$ cat src/rtl/mem_access_unit_pkg.sv
// Shared defines for the memory access unit: op encodings, FSM states,
// sizing constants and op classification helpers.
package mem_access_unit_pkg;

    localparam int unsigned OP_W  = 4;
    localparam int unsigned CNT_W = 8;

    typedef enum logic [OP_W-1:0] {
        OP_NONE = 4'd0,
        OP_LB   = 4'd1,
        OP_LH   = 4'd2,
        OP_LW   = 4'd3,
        OP_LBU  = 4'd4,
        OP_LHU  = 4'd5,
        OP_SB   = 4'd6,
        OP_SH   = 4'd7,
        OP_SW   = 4'd8,
        OP_LD   = 4'd9,
        OP_SD   = 4'd10
    } mem_op_e;

    typedef enum logic [1:0] {
        IDLE = 2'd0,
        WAIT = 2'd1,
        DONE = 2'd2
    } state_e;

    function automatic logic is_load(input mem_op_e op);
        return op inside {OP_LB, OP_LH, OP_LW, OP_LBU, OP_LHU, OP_LD};
    endfunction

    function automatic logic is_store(input mem_op_e op);
        return op inside {OP_SB, OP_SH, OP_SW, OP_SD};
    endfunction

    // LD/SD only exist on a 64-bit bus; elsewhere they behave as NONE.
    function automatic logic is_mem(input mem_op_e op, input logic wide);
        return (is_load(op) || is_store(op)) && (wide || !(op inside {OP_LD, OP_SD}));
    endfunction

endpackage

$ cat src/rtl/mem_access_unit_if.sv
// Execute-side, writeback-side and RAM-side signals of the memory access unit.
// slave: the unit's view; master: the surrounding pipeline / RAM model.
interface mem_access_unit_if
    import mem_access_unit_pkg::*;
#(
    parameter int unsigned ADDR_WIDTH  = 32,
    parameter int unsigned DATA_WIDTH  = 32,
    parameter int unsigned RADDR_WIDTH = 5
);
    localparam int unsigned BE_W = DATA_WIDTH / 8;

    logic                   valid_i;
    logic [OP_W-1:0]        mem_op_i;
    logic [ADDR_WIDTH-1:0]  mem_addr_i;
    logic [DATA_WIDTH-1:0]  mem_data_i;
    logic [RADDR_WIDTH-1:0] reg_waddr_i;
    logic                   reg_we_i;
    logic [DATA_WIDTH-1:0]  reg_wdata_i;
    logic                   stall_o;
    logic                   ram_req_o;
    logic                   ram_we_o;
    logic [BE_W-1:0]        ram_be_o;
    logic [ADDR_WIDTH-1:0]  ram_addr_o;
    logic [DATA_WIDTH-1:0]  ram_wdata_o;
    logic [DATA_WIDTH-1:0]  ram_rdata_i;
    logic                   ram_ack_i;
    logic                   valid_o;
    logic [RADDR_WIDTH-1:0] reg_waddr_o;
    logic                   reg_we_o;
    logic [DATA_WIDTH-1:0]  reg_wdata_o;
    logic                   err_o;

    modport slave (
        input  valid_i, mem_op_i, mem_addr_i, mem_data_i,
        input  reg_waddr_i, reg_we_i, reg_wdata_i,
        input  ram_rdata_i, ram_ack_i,
        output stall_o, ram_req_o, ram_we_o, ram_be_o, ram_addr_o, ram_wdata_o,
        output valid_o, reg_waddr_o, reg_we_o, reg_wdata_o, err_o
    );

    modport master (
        output valid_i, mem_op_i, mem_addr_i, mem_data_i,
        output reg_waddr_i, reg_we_i, reg_wdata_i,
        output ram_rdata_i, ram_ack_i,
        input  stall_o, ram_req_o, ram_we_o, ram_be_o, ram_addr_o, ram_wdata_o,
        input  valid_o, reg_waddr_o, reg_we_o, reg_wdata_o, err_o
    );

endinterface

$ cat src/rtl/mem_lane_align.sv
// Byte-lane steering: byte enables and replicated store data for the request,
// lane extraction plus sign/zero extension for load data, misalignment flag.
module mem_lane_align
    import mem_access_unit_pkg::*;
#(
    parameter  int unsigned DATA_WIDTH = 32,
    localparam int unsigned BE_W       = DATA_WIDTH / 8,
    localparam int unsigned OFF_W      = $clog2(BE_W)
) (
    input  mem_op_e               op,
    input  logic [OFF_W-1:0]      off,
    input  logic [DATA_WIDTH-1:0] st_data,
    input  logic [DATA_WIDTH-1:0] rd_data,
    output logic [BE_W-1:0]       be,
    output logic [DATA_WIDTH-1:0] wdata,
    output logic [DATA_WIDTH-1:0] ld_data,
    output logic                  misaligned
);

    logic [DATA_WIDTH-1:0] shifted;

    // Select lanes by access size; load data is shifted down to bit 0 first.
    always_comb begin
        shifted    = rd_data >> {off, 3'b000};
        be         = '0;
        wdata      = '0;
        ld_data    = '0;
        misaligned = 1'b0;
        case (op)
            OP_LB, OP_LBU, OP_SB: begin
                be      = BE_W'(1) << off;
                wdata   = {BE_W{st_data[7:0]}};
                ld_data = (op == OP_LBU) ? DATA_WIDTH'(shifted[7:0])
                                         : DATA_WIDTH'($signed(shifted[7:0]));
            end
            OP_LH, OP_LHU, OP_SH: begin
                be         = BE_W'(2'b11) << off;
                wdata      = {(BE_W/2){st_data[15:0]}};
                ld_data    = (op == OP_LHU) ? DATA_WIDTH'(shifted[15:0])
                                            : DATA_WIDTH'($signed(shifted[15:0]));
                misaligned = off[0];
            end
            OP_LW, OP_SW: begin
                be         = BE_W'(4'hF) << off;
                wdata      = {(BE_W/4){st_data[31:0]}};
                ld_data    = DATA_WIDTH'($signed(shifted[31:0]));
                misaligned = (off[1:0] != 2'b00);
            end
            OP_LD, OP_SD: begin
                be         = '1;
                wdata      = st_data;
                ld_data    = rd_data;
                misaligned = (off != '0);
            end
            default: ;
        endcase
    end

endmodule

$ cat src/rtl/mem_access_unit.sv
// Memory access pipeline stage: turns execute-stage load/store ops into RAM
// bus requests and produces the writeback result for mem_wb.
// Optional feature: define MISALIGN_EXC_EN to flag misaligned accesses on err_o;
// otherwise misaligned loads write zero and misaligned stores are dropped.
module mem_access_unit
    import mem_access_unit_pkg::*;
#(
    parameter int unsigned ADDR_WIDTH     = 32,
    parameter int unsigned DATA_WIDTH     = 32,
    parameter int unsigned RADDR_WIDTH    = 5,
    parameter int unsigned TIMEOUT_CYCLES = 15
) (
    input  logic             clk_i,
    input  logic             rst_i,
    mem_access_unit_if.slave bus
);

    localparam int unsigned BE_W  = DATA_WIDTH / 8;
    localparam int unsigned OFF_W = $clog2(BE_W);
    localparam logic        WIDE  = (DATA_WIDTH == 64);

    state_e                 state_q, state_d;
    logic [CNT_W-1:0]       cnt_q;
    mem_op_e                op_q;
    logic [OFF_W-1:0]       off_q;
    logic [ADDR_WIDTH-1:0]  ram_addr_q;
    logic [BE_W-1:0]        ram_be_q;
    logic [DATA_WIDTH-1:0]  ram_wdata_q;
    logic                   ram_we_q;
    logic [RADDR_WIDTH-1:0] res_waddr_q;
    logic                   res_we_q;
    logic [DATA_WIDTH-1:0]  res_wdata_q;
    logic                   err_q;

    mem_op_e               op_in;
    logic                  mem_in;
    logic                  timeout;
    mem_op_e               la_op;
    logic [OFF_W-1:0]      la_off;
    logic [BE_W-1:0]       la_be;
    logic [DATA_WIDTH-1:0] la_wdata;
    logic [DATA_WIDTH-1:0] la_rdata;
    logic                  la_mis;

    assign op_in   = mem_op_e'(bus.mem_op_i);
    assign mem_in  = is_mem(op_in, WIDE);
    assign timeout = (cnt_q == CNT_W'(TIMEOUT_CYCLES - 1));

    // One aligner serves both directions: incoming op while accepting, held op while waiting.
    assign la_op  = (state_q == WAIT) ? op_q  : op_in;
    assign la_off = (state_q == WAIT) ? off_q : bus.mem_addr_i[OFF_W-1:0];

    mem_lane_align #(.DATA_WIDTH(DATA_WIDTH)) u_align (
        .op         (la_op),
        .off        (la_off),
        .st_data    (bus.mem_data_i),
        .rd_data    (bus.ram_rdata_i),
        .be         (la_be),
        .wdata      (la_wdata),
        .ld_data    (la_rdata),
        .misaligned (la_mis)
    );

    // State register.
    always_ff @(posedge clk_i) begin
        if (rst_i) state_q <= IDLE;
        else       state_q <= state_d;
    end

    // Next state: IDLE and DONE both accept; NONE and misaligned ops bypass WAIT.
    always_comb begin
        state_d = state_q;
        case (state_q)
            WAIT: begin
                if (bus.ram_ack_i || timeout) state_d = DONE;
            end
            default: begin
                if (bus.valid_i) state_d = (!mem_in || la_mis) ? DONE : WAIT;
                else             state_d = IDLE;
            end
        endcase
    end

    // Capture request and writeback fields on acceptance; collect load data or timeout in WAIT.
    always_ff @(posedge clk_i) begin
        if (rst_i) begin
            cnt_q       <= '0;
            op_q        <= OP_NONE;
            off_q       <= '0;
            ram_addr_q  <= '0;
            ram_be_q    <= '0;
            ram_wdata_q <= '0;
            ram_we_q    <= 1'b0;
            res_waddr_q <= '0;
            res_we_q    <= 1'b0;
            res_wdata_q <= '0;
            err_q       <= 1'b0;
        end else begin
            case (state_q)
                WAIT: begin
                    if (bus.ram_ack_i) begin
                        if (is_load(op_q)) res_wdata_q <= la_rdata;
                    end else if (timeout) begin
                        res_we_q <= 1'b0;
                        err_q    <= 1'b1;
                    end else begin
                        cnt_q <= cnt_q + CNT_W'(1);
                    end
                end
                default: begin
                    if (bus.valid_i) begin
                        op_q        <= op_in;
                        off_q       <= bus.mem_addr_i[OFF_W-1:0];
                        ram_addr_q  <= bus.mem_addr_i & ~ADDR_WIDTH'(BE_W - 1);
                        ram_be_q    <= la_be;
                        ram_wdata_q <= la_wdata;
                        ram_we_q    <= is_store(op_in);
                        cnt_q       <= '0;
                        res_waddr_q <= bus.reg_waddr_i;
                        err_q       <= 1'b0;
                        if (!mem_in) begin
                            res_we_q    <= bus.reg_we_i;
                            res_wdata_q <= bus.reg_wdata_i;
                        end else begin
                            res_we_q    <= is_load(op_in) & bus.reg_we_i;
                            res_wdata_q <= '0;
`ifdef MISALIGN_EXC_EN
                            if (la_mis) begin
                                res_we_q <= 1'b0;
                                err_q    <= 1'b1;
                            end
`endif
                        end
                    end
                end
            endcase
        end
    end

    // Outputs: bus fields only in WAIT, result fields only in DONE, zero elsewhere.
    always_comb begin
        bus.stall_o     = ~rst_i & ((state_q == WAIT) || (state_q != WAIT && bus.valid_i && mem_in));
        bus.ram_req_o   = 1'b0;
        bus.ram_we_o    = 1'b0;
        bus.ram_be_o    = '0;
        bus.ram_addr_o  = '0;
        bus.ram_wdata_o = '0;
        bus.valid_o     = 1'b0;
        bus.reg_waddr_o = '0;
        bus.reg_we_o    = 1'b0;
        bus.reg_wdata_o = '0;
        bus.err_o       = 1'b0;
        case (state_q)
            WAIT: begin
                bus.ram_req_o   = 1'b1;
                bus.ram_we_o    = ram_we_q;
                bus.ram_be_o    = ram_be_q;
                bus.ram_addr_o  = ram_addr_q;
                bus.ram_wdata_o = ram_wdata_q;
            end
            DONE: begin
                bus.valid_o     = 1'b1;
                bus.reg_waddr_o = res_waddr_q;
                bus.reg_we_o    = res_we_q;
                bus.reg_wdata_o = res_wdata_q;
                bus.err_o       = err_q;
            end
            default: ;
        endcase
    end

endmodule

$ cat src/flat_wrapper.sv
// flat-port wrapper written by rule: the top's interface ports become plain ports
module mem_access_unit_flat import mem_access_unit_pkg::*;
#(
    parameter int unsigned ADDR_WIDTH     = 32,
    parameter int unsigned DATA_WIDTH     = 32,
    parameter int unsigned RADDR_WIDTH    = 5,
    parameter int unsigned TIMEOUT_CYCLES = 15
)
  (clk_i, rst_i, bus_valid_i, bus_mem_op_i, bus_mem_addr_i, bus_mem_data_i, bus_reg_waddr_i, bus_reg_we_i, bus_reg_wdata_i, bus_ram_rdata_i, bus_ram_ack_i, bus_stall_o, bus_ram_req_o, bus_ram_we_o, bus_ram_be_o, bus_ram_addr_o, bus_ram_wdata_o, bus_valid_o, bus_reg_waddr_o, bus_reg_we_o, bus_reg_wdata_o, bus_err_o);
  mem_access_unit_if #(.ADDR_WIDTH(ADDR_WIDTH), .DATA_WIDTH(DATA_WIDTH), .RADDR_WIDTH(RADDR_WIDTH)) bus_i ();
  input  logic clk_i;
  input  logic rst_i;
  input wire logic [$bits(bus_i.valid_i)-1:0] bus_valid_i;
  input wire logic [$bits(bus_i.mem_op_i)-1:0] bus_mem_op_i;
  input wire logic [$bits(bus_i.mem_addr_i)-1:0] bus_mem_addr_i;
  input wire logic [$bits(bus_i.mem_data_i)-1:0] bus_mem_data_i;
  input wire logic [$bits(bus_i.reg_waddr_i)-1:0] bus_reg_waddr_i;
  input wire logic [$bits(bus_i.reg_we_i)-1:0] bus_reg_we_i;
  input wire logic [$bits(bus_i.reg_wdata_i)-1:0] bus_reg_wdata_i;
  input wire logic [$bits(bus_i.ram_rdata_i)-1:0] bus_ram_rdata_i;
  input wire logic [$bits(bus_i.ram_ack_i)-1:0] bus_ram_ack_i;
  output wire logic [$bits(bus_i.stall_o)-1:0] bus_stall_o;
  output wire logic [$bits(bus_i.ram_req_o)-1:0] bus_ram_req_o;
  output wire logic [$bits(bus_i.ram_we_o)-1:0] bus_ram_we_o;
  output wire logic [$bits(bus_i.ram_be_o)-1:0] bus_ram_be_o;
  output wire logic [$bits(bus_i.ram_addr_o)-1:0] bus_ram_addr_o;
  output wire logic [$bits(bus_i.ram_wdata_o)-1:0] bus_ram_wdata_o;
  output wire logic [$bits(bus_i.valid_o)-1:0] bus_valid_o;
  output wire logic [$bits(bus_i.reg_waddr_o)-1:0] bus_reg_waddr_o;
  output wire logic [$bits(bus_i.reg_we_o)-1:0] bus_reg_we_o;
  output wire logic [$bits(bus_i.reg_wdata_o)-1:0] bus_reg_wdata_o;
  output wire logic [$bits(bus_i.err_o)-1:0] bus_err_o;
  assign bus_i.valid_i = bus_valid_i;
  assign bus_i.mem_op_i = bus_mem_op_i;
  assign bus_i.mem_addr_i = bus_mem_addr_i;
  assign bus_i.mem_data_i = bus_mem_data_i;
  assign bus_i.reg_waddr_i = bus_reg_waddr_i;
  assign bus_i.reg_we_i = bus_reg_we_i;
  assign bus_i.reg_wdata_i = bus_reg_wdata_i;
  assign bus_i.ram_rdata_i = bus_ram_rdata_i;
  assign bus_i.ram_ack_i = bus_ram_ack_i;
  assign bus_stall_o = bus_i.stall_o;
  assign bus_ram_req_o = bus_i.ram_req_o;
  assign bus_ram_we_o = bus_i.ram_we_o;
  assign bus_ram_be_o = bus_i.ram_be_o;
  assign bus_ram_addr_o = bus_i.ram_addr_o;
  assign bus_ram_wdata_o = bus_i.ram_wdata_o;
  assign bus_valid_o = bus_i.valid_o;
  assign bus_reg_waddr_o = bus_i.reg_waddr_o;
  assign bus_reg_we_o = bus_i.reg_we_o;
  assign bus_reg_wdata_o = bus_i.reg_wdata_o;
  assign bus_err_o = bus_i.err_o;
  mem_access_unit #(.ADDR_WIDTH(ADDR_WIDTH), .DATA_WIDTH(DATA_WIDTH), .RADDR_WIDTH(RADDR_WIDTH), .TIMEOUT_CYCLES(TIMEOUT_CYCLES)) u_core (.clk_i(clk_i), .rst_i(rst_i), .bus(bus_i));
endmodule
$ cat config.mk
export PLATFORM = sky130hd
export DESIGN_NAME = mem_access_unit_flat
export DESIGN_NICKNAME = d
export VERILOG_FILES = /design/src/rtl/mem_access_unit_pkg.sv /design/src/rtl/mem_access_unit_if.sv /design/src/rtl/mem_lane_align.sv /design/src/rtl/mem_access_unit.sv /design/src/flat_wrapper.sv
export SDC_FILE = /design/constraint.sdc
export NUM_CORES = 1
export LEC_CHECK = 0
export BUFFER_PORTS_ARGS = -buffer_cell sky130_fd_sc_hd__buf_2
export CAP_MARGIN = 5
export CORE_MARGIN = 2
export CORE_UTILIZATION = 35
export CTS_CLUSTER_DIAMETER = 120
export CTS_CLUSTER_SIZE = 28
export DETAILED_ROUTE_END_ITERATION = 10
export PLACE_DENSITY_LB_ADDON = 0.2
export SYNTH_ARGS = -nofsm -noshare
export SYNTH_HDL_FRONTEND = slang
export SYNTH_SLANG_ARGS = --single-unit
export TNS_END_PERCENT = 20
$ cat constraint.sdc
create_clock -name clk_i -period 2.53 [get_ports clk_i]
set_input_delay 0.506 -clock clk_i [delete_from_list [all_inputs] [get_ports clk_i]]
set_output_delay 0.506 -clock clk_i [all_outputs]
set_load 0.02 [all_outputs]
## After elaboration in Yosys (flattened, before gate mapping)

Cells that the tools add are included.

| operators by class | value |
|---|---|
| reductions and logical operators | 24 |
| muxes and demuxes | 40 |
| add/subtract/negate cells | 1 |
| bitwise operators | 4 |
| eq/ne operators | 36 |
| shifts and indexed selects | 4 |

Operators with widths:

| operator | count |
|---|---|
| 2-to-1 mux 32 bit | 10 |
| one-hot mux 32 bit (4 select lines) | 1 |
| one-hot mux 32 bit (3 select lines) | 1 |
| == test 4 x 3 -> 1 bit (second input constant) | 10 |
| 2-to-1 mux 8 bit | 4 |
| >> shifter 32 x 5 -> 32 bit | 1 |
| == test 4 bit (second input constant) | 7 |
| == test 4 x 2 -> 1 bit (second input constant) | 6 |
| one-hot mux 4 bit (4 select lines) | 1 |
| 2-to-1 mux 1 bit | 14 |
| == test 4 x 1 -> 1 bit (second input constant) | 3 |
| nonzero test 6 bit | 2 |
| 2-to-1 mux 2 bit | 5 |
| AND reduction 3 bit | 3 |
| adder 8 x 1 -> 8 bit (second input constant) | 1 |
| == test 8 x 4 -> 1 bit (second input constant) | 1 |
| 2-to-1 mux 4 bit | 2 |
| != test 2 x 1 -> 1 bit (second input constant) | 4 |
| != test 2 bit (second input constant) | 3 |
| nonzero test 2 bit | 3 |
| OR reduction 3 bit | 2 |
| 2-to-1 mux 5 bit | 1 |
| logical OR 1 bit | 4 |
| nonzero test 4 bit | 1 |
| other kinds (13) | 19 |

| storage, ports and cells | value |
|---|---|
| bits in registers | 122 |
| output and inout bits | 111 |

## Longest topological paths before layout

| logic depth | value |
|---|---|
| word-level depth | 9 |
| depth in mapped cells | 11 |
| mapped depth without buffers | 8 |

## Cells and area by module

From an unflattened synthesis, not the netlist that was laid out.

| unflattened totals | value |
|---|---|
| cell total of the unflattened synthesis | 970 |
| area, all modules | 7206.9 µm² |

Modules (own cells, without submodules):

| module | instances | area an instance (µm²) | cells an instance | sequential area each (µm²) |
|---|---|---|---|---|
| mem_access_unit | 1 | 5674.2 | 745 | 2442.3 |
| mem_lane_align | 1 | 1532.7 | 225 | 0.0 |

## Worst setup path after synthesis

OpenSTA, ideal clock, no wires.

| timing path | value |
|---|---|
| kind | register to output |
| start point | reg u_core.state_q[1] |
| end point | out bus_stall_o |
| cell stages (with the launch flop) | 9 |
| arrival time | 1.715 ns |
| setup slack | 0.309 ns |
| path through | dfxtp_1 -> nand2b_1 -> buf_6 -> buf_8 -> inv_1 -> buf_2 -> clkbuf_1 -> a21oi_1 -> nor2_1 |

| between the ends | value |
|---|---|
| longest elaborated chain between the ends | 5 |

Ends and longest elaborated chain:

| element | RTL line | text |
|---|---|---|
| start: declaration | mem_access_unit.sv:22 | `state_e state_q, state_d;` |
| start signal: assignment | mem_access_unit.sv:67 | `else state_q <= state_d;` |
| != test 2 x 1 -> 1 bit | mem_access_unit.sv:142 | `bus.stall_o = ~rst_i & ((state_q == WAIT) \|\| (state_q != WAIT && bus.valid_i && mem_in));` |
| logical AND 1 bit (2 in a row) | mem_access_unit.sv:142 |  |
| logical OR 1 bit (*) | mem_access_unit.sv:142 |  |
| AND 1 bit (*) | mem_access_unit.sv:142 |  |
| end: declaration | flat_wrapper.sv:22 | `output wire logic [$bits(bus_i.stall_o)-1:0] bus_stall_o;` |

Every way passes the cells marked *; elsewhere a longest branch is shown, timed or not.

## Worst setup path after layout

| timing path | value |
|---|---|
| start point | reg u_core.state_q[1] |
| end point | reg u_core.res_wdata_q[0] |

| between the ends | value |
|---|---|
| longest elaborated chain between the ends | 8 |

Ends and longest elaborated chain:

| element | RTL line | text |
|---|---|---|
| == test 2 x 1 -> 1 bit (*) | mem_access_unit.sv:50, mem_access_unit.sv:51, mem_access_unit.sv:99 |  |
| 2-to-1 mux 2 bit or 2-to-1 mux 4 bit (tied branches) | mem_access_unit.sv:51, mem_access_unit.sv:50 |  |
| >> shifter 32 x 5 -> 32 bit, or another cell as far along | mem_lane_align.sv:24 | `shifted = rd_data >> {off, 3'b000};` |
| 2-to-1 mux 32 bit, or another cell as far along | mem_lane_align.sv:39 | `ld_data = (op == OP_LHU) ? DATA_WIDTH'(shifted[15:0])` |
| one-hot mux 32 bit (4 select lines) | mem_lane_align.sv:29 | `case (op)` |
| 2-to-1 mux 32 bit | mem_access_unit.sv:102 | `if (is_load(op_q)) res_wdata_q <= la_rdata;` |
| 2-to-1 mux 32 bit | mem_access_unit.sv:101 | `if (bus.ram_ack_i) begin` |
| 2-to-1 mux 32 bit | mem_access_unit.sv:99 | `case (state_q)` |
| end signal: assignment | mem_access_unit.sv:102 |  |
| end signal: assignment | mem_access_unit.sv:123 | `res_wdata_q <= bus.reg_wdata_i;` |
| end: declaration | mem_access_unit.sv:32 | `logic [DATA_WIDTH-1:0] res_wdata_q;` |

Every way passes the cells marked *; elsewhere a longest branch is shown, timed or not. The select of a mux whose other input is x is not followed.
A chain may end at the register's enable or synchronous reset.

==> impl_metrics.json <==
{
  "outcome": "completed",
  "drt-pass1-iter-count": 5,
  "die_area_um2": 20600,
  "io_pins": 253,
  "max_clock_freq_mhz": 411,
  "cts_tree": "yes",
  "path_max_fanout": 27,
  "track_usage_pct": 20.5,
  "worstSetupEndpoint": "u_core.res_wdata_q[0]",
  "regToRegSetupSlack_ns": 0.1,
  "startpoint_type": "flop",
  "synth_seq_cells": 122,
  "cap_viol_max_count": 0,
  "fillers": 1981,
  "post_drt_wl_per_cell_um": 15.9,
  "startpoint": "u_core.state_q[1]",
  "nNetsFinal": 1224,
  "p_sw_share_pct": 28.6,
  "layout.cells.non_filler": 1360,
  "root_buffer": "clkbuf_16",
  "drt-total-wl_mm": 21.6,
  "hp-start": "bus_mem_data_i[17]",
  "drc": 0,
  "final-seq-area_um2": 2440,
  "antenna_found_initial": 1,
  "vias": 6789,
  "placed_area_um2": 8410,
  "fin_area_um2": 9100,
  "relSlewSlack_pct": 54.2,
  "postRouteAntennaNets": 0,
  "leakage_nw": 4.13,
  "totalPowerFinal_mw": 5.92,
  "start_util_pct": 35.3,
  "ir_drop_mv": 0.525,
  "syn_inst": 845,
  "viasPerCell": 4.99,
  "rsz0062_at_grt": "true",
  "synth_cell_type_count": 64,
  "setup_viol": 0,
  "drive_above_1_share_pct": 34.7,
  "place_congestion": 0.916,
  "die_h_um": 144,
  "dp.final_hpwl_mm": 15.6,
  "finalCriticalPeriod_ns": 2.43,
  "clk_pin_slew_ns": 0.06,
  "drtIter0Drc": 405,
  "clock_sinks": 122,
  "worstPathArrival_ns": 2.71,
  "hp-class": "primary input to flop",
  "die_width_um": 144,
  "r2r_end": "u_core.res_wdata_q[0]",
  "grt_max_degree": 49,
  "multi_input_area_um2": 4080,
  "async_flop_share_pct": 0,
  "rows": 51,
  "pwr_density_cell_nw_per_um2": 651,
  "avgSynthCellArea_um2": 8.06,
  "period_share_pct": 96.1,
  "synth_warnings": 0,
  "synth-edff-count": 0,
  "coreArea_um2": 19300,
  "cts_hold_buf": 0,
  "r2r-start": "u_core.state_q[1]",
  "numCtsBuffers": 17,
  "ys_seq_area_share_pct": 35.9,
  "rr_worst_depth": 9,
  "internal_power_mw": 4.23,
  "skew_ns": 0.0101,
  "clockBufferDepth": 2,
  "dpl.cell_count": 1325,
  "switchingPower_mw": 1.70,
  "final_hold_viol_count": 0,
  "clk_latency_ns": 0.42,
  "htreeDepth": 4,
  "ys.flop_type": "dfxtp_1",
  "grt_first_pass_wirelength_mm": 33.2,
  "pwr-share-comb_pct": 19.9,
  "critPathKind": "flop to flop",
  "slew_viol_final": 0,
  "grt_pass1_vias": 6291,
  "worst_pin_slew_ns": 0.684,
  "syn-cell-area_um2": 6810,
  "area_growth_syn_to_layout_pct": 33.7,
  "pwr-share-seq_pct": 35.9,
  "place.port_buffers": 250,
  "end_kind": "flop",
  "whs_ns": 0.312,
  "grt.overflow.total": 0,
  "critPathRequiredTime_ns": 2.81,
  "p_clk_share_pct": 44.2
}
worst max-delay path: stages, from the launching register on:
cell	delay [ns]
dfxtp_1	0.34
nand2b_4	0.14
buf_12	0.21
mux2_2	0.37
o21a_1	0.24
o21bai_1	0.20
a21oi_2	0.09
buf_4	0.18
a221o_1	0.37
nor3b_1	0.15
cell type report:
| cell class | instances | share of cell area [%] |
|---|---|---|
| sequential | 122 | 26.8 |
| timing repair buffer | 285 | 17.5 |
| inverter | 5 | 0.206 |
| clock inverter | 13 | 2.09 |
| multi-input combinational | 649 | 44.8 |
| clock buffer | 19 | 4.87 |
| tap | 265 | 3.64 |
| antenna | 2 | 0.0550 |
stage by stage:
stage	setup TNS [ns]	utilization (%)	setup WS (ns)
final	0	47.2	0.0998
after global routing	-0.00765	47.2	-0.00765
after CTS	0	46.9	0.0593
after detailed placement	0	43.6	0.0621
after global placement	0	43.6	0.0736
after floorplan	0	-	0.309
synth_stat cells (5+ instances only):
cell,count,area [µm²]
buf_1,10,37.5
mux2_2,11,124
a2111oi_2,8,120
a22oi_2,8,100
xor2_1,7,61.3
mux2i_1,11,110
buf_4,5,37.5
and2_1,115,719
nor3_1,7,35.0
a22o_1,9,78.8
o21ai_0,29,145
a222oi_1,17,170
a22oi_1,16,120
buf_2,17,85.1
a21oi_1,67,335
nor2_1,70,263
a32oi_1,8,70.1
nor3b_1,7,52.6
dfxtp_1,122,2440
clkbuf_1,33,124
o21ai_1,9,45.0
a221o_1,15,150
nand2_1,140,526
nand3_1,8,40.0
nor4_1,9,56.3
inv_1,5,18.8
a211oi_1,9,67.6
cell families (layout without fill, tap and decap cells):
group	count (synthesis)	after routing	share of synthesized area [%]
fa+ha+maj	2	2	0.367
buf+inv	75	322	5.33
flops	122	122	35.9
mux	28	28	4.94
other cells	1	4	0.0551
compound gates	221	221	23.9
xor+xnor	10	10	1.29
simple gates	386	386	28.3
repair_timing:
action / CTS / global route
endpoints found under the hold margin: 0 / 0
resized for setup: 0 / 8
setup buffers: 0 / 1
setup endpoints to repair: 0 / 42
registers in the layout, indices dropped and copies added, names as in the netlist:
register	flops
u_core.ram_be_q	4
u_core.cnt_q	8
u_core.err_q	1
u_core.ram_we_q	1
u_core.res_we_q	1
u_core.state_q	2
u_core.off_q	2
u_core.res_waddr_q	5
u_core.ram_addr_q	30
u_core.res_wdata_q	32
u_core.ram_wdata_q	32
u_core.op_q	4
placed cells by master (no fill, tap or decap), types with 10 or more instances in the layout:
| master | synthesis | layout |
|---|---|---|
| nand2_1 | 140 | 139 |
| mux2_2 | 11 | 11 |
| buf_4 | 5 | 30 |
| and2_1 | 115 | 115 |
| a22oi_1 | 16 | 16 |
| a21oi_1 | 67 | 67 |
| a221o_1 | 15 | 15 |
| a222oi_1 | 17 | 17 |
| buf_2 | 17 | 249 |
| mux2i_1 | 11 | 10 |
| nor2_1 | 70 | 67 |
| o21ai_0 | 29 | 29 |
| dfxtp_1 | 122 | 122 |
| clkbuf_16 | 0 | 17 |
worst min-delay path by stage:
stage / to / slack (ns) / cells after the start
CTS: u_core.ram_wdata_q[17] / 0.30 / 2
global route: u_core.ram_wdata_q[17] / 0.30 / 2
detailed placement: u_core.ram_wdata_q[11] / 0.44 / 2
floorplan: u_core.ram_wdata_q[24] / 0.42 / 2
finish: u_core.ram_wdata_q[17] / 0.31 / 2
global placement: u_core.ram_wdata_q[28] / 0.43 / 2
per-layer routing:
layer / global-route usage, % / part of all wire [%] / vias to the layer above
li1: - / - / 3454
met1: 27.4 / 46 / 3093
met2: 31.8 / 46 / 213
met3: 5.63 / 6.2 / 29
met4: 7.59 / 1.8 / 0
met5: 0 / 0 / -
power groups by stage:
stage	clock [mW]	combinational (mW)	sequential, mW
CTS	2.67	1.17	2.12
detailed placement	0	1.17	2.16
finish	2.62	1.18	2.12
floorplan	0	0.776	2.13
global placement	0	1.16	2.16
global route	2.75	1.30	2.14
(Power assumes the default switching activity.)
